**config.mk**
```make
export PLATFORM = sky130hd
export DESIGN_NAME = piso_serializer
export DESIGN_NICKNAME = d
export VERILOG_FILES = /design/src/rtl/piso_serializer.sv
export SDC_FILE = /design/constraint.sdc
export NUM_CORES = 1
export LEC_CHECK = 0
export CAP_MARGIN = 20
export CORE_AREA = 5 5 42 44
export CTS_CLUSTER_DIAMETER = 120
export DETAILED_ROUTE_END_ITERATION = 10
export DIE_AREA = 0 0 47 49
export PLACE_DENSITY = 0.57
export SKIP_CTS_REPAIR_TIMING = 1
export SYNTH_ARGS = -nofsm -noshare
export SYNTH_HDL_FRONTEND = slang
export SYNTH_SLANG_ARGS = --single-unit
export TNS_END_PERCENT = 1
```
**constraint.sdc**
```tcl
create_clock -name clk -period 2 [get_ports clk]
set_clock_uncertainty 0.05 [all_clocks]
set_input_delay 0.4 -clock clk [delete_from_list [all_inputs] [get_ports clk]]
set_output_delay 0.4 -clock clk [all_outputs]
set_load 0.1 [all_outputs]
```
**src/rtl/piso_serializer.sv**
```systemverilog
// Parallel-in/serial-out framer feeding the downstream 4-bit shift stage.
// Define SER_PARITY_EN to append an even-parity bit (adds the PAR state).
module piso_serializer #(
  parameter int DATA_W    = 4,
  parameter bit LSB_FIRST = 1'b0
) (
  input  logic              clk,
  input  logic              reset,
  input  logic [DATA_W-1:0] data_i,
  input  logic              valid_i,
  output logic              ready_o,
  output logic              x_o,
  output logic              x_valid_o,
  output logic              frame_done_o,
  output logic              busy_o
);

  localparam int CW = $clog2(DATA_W);

  // state | meaning
  // IDLE  | no frame in flight
  // SHIFT | data bits are on x_o
  // PAR   | parity bit is on x_o (SER_PARITY_EN only)
`ifdef SER_PARITY_EN
  typedef enum logic [1:0] {IDLE, SHIFT, PAR} state_t;
`else
  typedef enum logic {IDLE, SHIFT} state_t;
`endif

  state_t            state;
  logic [DATA_W-2:0] shreg;
  logic [CW-1:0]     cnt;
`ifdef SER_PARITY_EN
  logic              par;
`endif

  logic              last_bit;
  logic              accept;
  logic              first_bit;
  logic [DATA_W-2:0] rest_bits;
  logic              next_bit;
  logic [DATA_W-2:0] shreg_shifted;

`ifdef SER_PARITY_EN
  assign last_bit = (state == PAR);
`else
  assign last_bit = (state == SHIFT) && (cnt == '0);
`endif

  assign ready_o = (state == IDLE) || last_bit;
  assign accept  = valid_i && ready_o;
  assign busy_o  = (state != IDLE);

  // Bit order is fixed at elaboration; the shift register always holds the
  // bits still to be sent with the next one at the output end.
  assign first_bit     = LSB_FIRST ? data_i[0] : data_i[DATA_W-1];
  assign rest_bits     = LSB_FIRST ? data_i[DATA_W-1:1] : data_i[DATA_W-2:0];
  assign next_bit      = LSB_FIRST ? shreg[0] : shreg[DATA_W-2];
  assign shreg_shifted = LSB_FIRST ? (shreg >> 1) : (shreg << 1);

  always_ff @(posedge clk or negedge reset) begin
    if (!reset) begin
      state        <= IDLE;
      x_o          <= 1'b0;
      x_valid_o    <= 1'b0;
      frame_done_o <= 1'b0;
      shreg        <= '0;
      cnt          <= '0;
`ifdef SER_PARITY_EN
      par          <= 1'b0;
`endif
    end else begin
      if (accept) begin
        // Also taken on the last-bit edge, so frames stream without a bubble.
        state        <= SHIFT;
        x_o          <= first_bit;
        x_valid_o    <= 1'b1;
        frame_done_o <= 1'b0;
        shreg        <= rest_bits;
        cnt          <= CW'(DATA_W - 1);
`ifdef SER_PARITY_EN
        par          <= ^data_i;
`endif
      end else if (last_bit) begin
        state        <= IDLE;
        x_o          <= 1'b0;
        x_valid_o    <= 1'b0;
        frame_done_o <= 1'b0;
      end else if (state == SHIFT) begin
        if (cnt != '0) begin
          x_o   <= next_bit;
          shreg <= shreg_shifted;
          cnt   <= cnt - CW'(1);
`ifdef SER_PARITY_EN
          frame_done_o <= 1'b0;
`else
          frame_done_o <= (cnt == CW'(1));
`endif
        end
`ifdef SER_PARITY_EN
        else begin
          state        <= PAR;
          x_o          <= par;
          frame_done_o <= 1'b1;
        end
`endif
      end
    end
  end

endmodule

```
; After elaboration in Yosys (flattened, before gate mapping)
; Index checks and enable logic that the tools add are counted.
[classes]
add_sub_neg = 1
eq_ne = 2
muxes = 18
bitwise = 1
n_reduce_logical = 12
[op_table]
columns = operator, count
row1 = $mux 3, 4
row2 = $mux 1, 10
row3 = $mux 2, 4
row4 = $reduce_bool 2->1, 4
row5 = $reduce_bool 3->1, 2
row6 = $reduce_and 3->1, 1
row7 = $eq 2x1->1 const B, 1
row8 = $logic_and 1x1->1, 2
row9 = $logic_not 2->1, 1
row10 = $ne 2x1->1 const B, 1
row11 = $reduce_and 2->1, 1
row12 = $sub 2x1->2 const B, 1
row13 = $logic_or 1x1->1, 1
row14 = $not 1->1, 1
[word_totals]
ff_bits = 8
inputBits = 7
out_inout_bits = 5
elab_cells = 39

; Depth between registers and ports, before layout
[logic_depth]
depth_word = 6
ltp_mapped = 5

; Least setup slack after synthesis
; OpenSTA, ideal clock, no wires.
[synth_path]
kind = register to register
from = reg state, in the netlist busy_o
to = reg shreg[1]
setup_time_ns = 0.125
arrival_ns = 2.635
t_required_ns = 1.825
setup_slack_ns = -0.809
path_stages_with_launch = 4
path_buffers = 0
cell_sequence = dfrtp_1 > nand2b_1 > nand2_1 > mux2_2
[synth_between]
elab_chain_cells = 5
word_cells_on_any_way = 9
[synth_rtl]
columns = element, line_no
row1 = start: declaration, 30  ; state_t state;
row2 = start signal: assignment, 63  ; state <= IDLE;
row3 = start signal: assignment, 75  ; state <= SHIFT;
row4 = start signal: assignment, 85  ; state <= IDLE;
row5 = $logic_and 1x1->1 or $not 1->1 (tied branches), "47, 50"
row6 = $logic_or 1x1->1 (*), 50  ; assign ready_o = (state == IDLE) || last_bit;
row7 = net ready_o, 11  ; output logic ready_o,
row8 = $logic_and 1x1->1 (*), 51  ; assign accept = valid_i && ready_o;
row9 = $ne 2x1->1 (no source line) or $reduce_bool 2->1 (tied branches), --
row10 = $reduce_and 3->1 (no source line), --
row11 = end signal: assignment, 79  ; shreg <= rest_bits;
row12 = end signal: assignment, 92  ; shreg <= shreg_shifted;
row13 = end: declaration, 31  ; logic [DATA_W-2:0] shreg;
; Mark *: on every way through the listed nets, which the timed path passes. The rest lies on a longest branch.
; A chain may end at the register's enable or synchronous reset.

; Worst setup path in the final report
[layout_path]
from = reg cnt[0]
to = out ready_o
[layout_between]
elab_chain_cells = 3
[layout_rtl]
columns = element, line_no
row1 = start: declaration, 32  ; logic [CW-1:0] cnt;
row2 = start signal: assignment, 80  ; cnt <= CW'(DATA_W - 1);
row3 = start signal: assignment, 93  ; cnt <= cnt - CW'(1);
row4 = $logic_not 2->1, 47  ; assign last_bit = (state == SHIFT) && (cnt == '0);
row5 = $logic_and 1x1->1, 47
row6 = $logic_or 1x1->1, 50
row7 = end: declaration, 11
; No other way between the ends.

==> flow_summary.json <==
{
  "outcome": "finished clean",
  "ant_nets": 0,
  "grt_max_degree": 9,
  "route.vias.total": 313,
  "wirelength_um": 785,
  "end_kind": "output pin",
  "crit_start": "cnt[0]",
  "dieArea_um2": 2300,
  "max-cap-violations": 0,
  "synth-adder-area-share_pct": 8.90,
  "antenna_found_initial": 0,
  "synth-seq-area-share_pct": 47.5,
  "synth_area_um2": 422,
  "die_h_um": 49,
  "timing.critical_path.required_ns": 1.55,
  "synthFlopType": "dfrtp_1",
  "cts_buffers": 3,
  "viasPerCell": 4.54,
  "clkLatencyLatePin_ns": 0.26,
  "synth_top_area_cell": "dfrtp_1",
  "grt_pass1_wl_mm": 1.40,
  "yosysMostFrequentCell": "dfrtp_1",
  "rr_startpoint": "cnt[0]",
  "cts_htree_levels": 1,
  "path_class": "reg2out",
  "drive_gt1_share_pct": 34.0,
  "setup_tns_ns": 0,
  "worst-slew-pin-transition_ns": 0.381,
  "slew_headroom_pct": 74.5,
  "synth_nets": 48,
  "cts.sinks": 8,
  "yosysTopAreaCellShare_pct": 47.5,
  "drc": 0,
  "rsz0062_at_grt": "no",
  "grt_usage_pct": 8.94,
  "yosysWarnings": 0,
  "yosys.area_share.simple_pct": 14.2,
  "r2r_slack_ns": 0.41,
  "critPathLaunchType": "register",
  "yosysUniqueCellTypes": 18,
  "rr_worst_depth": 5,
  "synth_top_family_by_area": "simple AND/OR/NAND/NOR gates",
  "cp-endpoint": "ready_o",
  "wl_per_cell_um": 11.4,
  "nNetsFinal": 64,
  "path_clk_slew_ns": 0.06,
  "synth_xor_area_share_pct": 2.08,
  "die_w_um": 47,
  "fmax_ghz": 0.576,
  "diodes": 0,
  "crit_arrival_ns": 1.29,
  "muxShareOfSynthArea_pct": 10.7,
  "syn_avg_cell_area_um2": 11.1,
  "synth_common_cells": "8 x dfrtp_1, 4 x mux2_2, 4 x nand2_1",
  "hold_path_class": "in2async",
  "synth_cells": 38,
  "period_share_pct": 86.9,
  "grt_pass1_vias": 320,
  "worst_slack_ns": 0.263,
  "port_buffers": 11,
  "synthArstFlopShare_pct": 100,
  "synth_edf_count": 0,
  "dr.pass1.iters": 1,
  "r2r_end": "shreg[2]",
  "io_pins": 12,
  "syn2layout_area_growth_pct": 45.7,
  "maxSlewViolCount": 0,
  "gp_congestion": 0.633,
  "synth-seq-cells": 8,
  "drt_iter0_markers": 0,
  "start_util_pct": 30.1,
  "cts_max_path_buffers": 2,
  "path_max_fanout": 4,
  "hpwl_um": 625,
  "synthTopCellsByArea": "dfrtp_1 47%, mux2_2 11%, ha_1 8.9%, nand2_1 3.6%, nand2b_1 3.0%",
  "place_ws_ns": 0.152,
  "cts_tree": "done",
  "synth_compound_gate_area_share_pct": 11.0,
  "cts-root-buf": "clkbuf_4",
  "fp.coreArea_um2": 1400,
  "hold_viol_final": 0,
  "placementRows": 14,
  "finalCriticalPeriod_ns": 1.74,
  "gr-total-overflow": 0,
  "fin_util_pct": 43.8,
  "setup_viol": 0
}
## area by class of cell
| cell class | count | area (um^2) |
|---|---|---|
| Clock buffer | 4 | 26.3 |
| Fill cell | 139 | 787 |
| Inverter | 3 | 11.3 |
| Multi-Input combinational cell | 25 | 205 |
| Sequential cell | 8 | 201 |
| Tap cell | 16 | 20.0 |
| Timing Repair Buffer | 13 | 150 |
## critical path: stages, from the launching register on
cell,delay [ns]
dfrtp_1,0.38
inv_1,0.11
ha_1,0.20
nand2b_4,0.16
buf_12,0.17
## metal layers
metal  vias to the layer above  wire length, um  GRT usage, %  share of wire (%)
met5                         -                0             0                  0
met3                         0               75          4.43                9.6
met4                         0                0          6.91                  0
met2                         8              374          11.8                 48
met1                       142              335          10.6                 43
li1                        163                -             -                  -
## flip-flops by register name, indices dropped and copies added (netlist names)
register	cells
busy_o	1
cnt	2
frame_done_o	1
shreg	3
x_o	1
## metrics by stage
| step | hold slack, ns | instance area, um^2 | cells |
|---|---|---|---|
| 2_1_floorplan | 0.0544 | 430 | 38 |
| 3_3_place_gp | 0.431 | 588 | 65 |
| 3_5_place_dp | 0.442 | 588 | 65 |
| 4_1_cts | 0.378 | 614 | 69 |
| 5_1_grt | 0.398 | 614 | 69 |
| 6_report | 0.376 | 614 | 69 |
## logic make-up after synthesis
group / after synthesis
AND/OR/NAND/NOR: 12
adder cells (fa/ha/maj): 3
XOR/XNOR: 1
multiplexers: 4
buffers and inverters: 5
flip-flops: 8
AO/OA/AOI/OAI: 5
## worst min-delay path by stage
stage	slack, ns	startpoint	cells past startpoint	end
floorplan	0.05	reset	0	busy_o
global placement	0.43	frame_done_o	1	frame_done_o
detailed placement	0.44	frame_done_o	1	frame_done_o
CTS	0.38	reset	1	cnt[1]
global route	0.40	reset	1	frame_done_o
finish	0.38	reset	1	cnt[1]
## cells in the final DEF (no fill, tap or decap), types with 2 or more instances in the layout
cell,count
dfrtp_1,7
clkdlybuf4s50_1,6
nand2_1,4
mux2_2,4
buf_4,4
inv_1,3
ha_1,3
clkbuf_4,3
buf_12,3
nor2_1,2
nand3_1,2
Power is not shown: default switching activity piles up to over one toggle a cycle in this logic, so the estimate is an artifact.
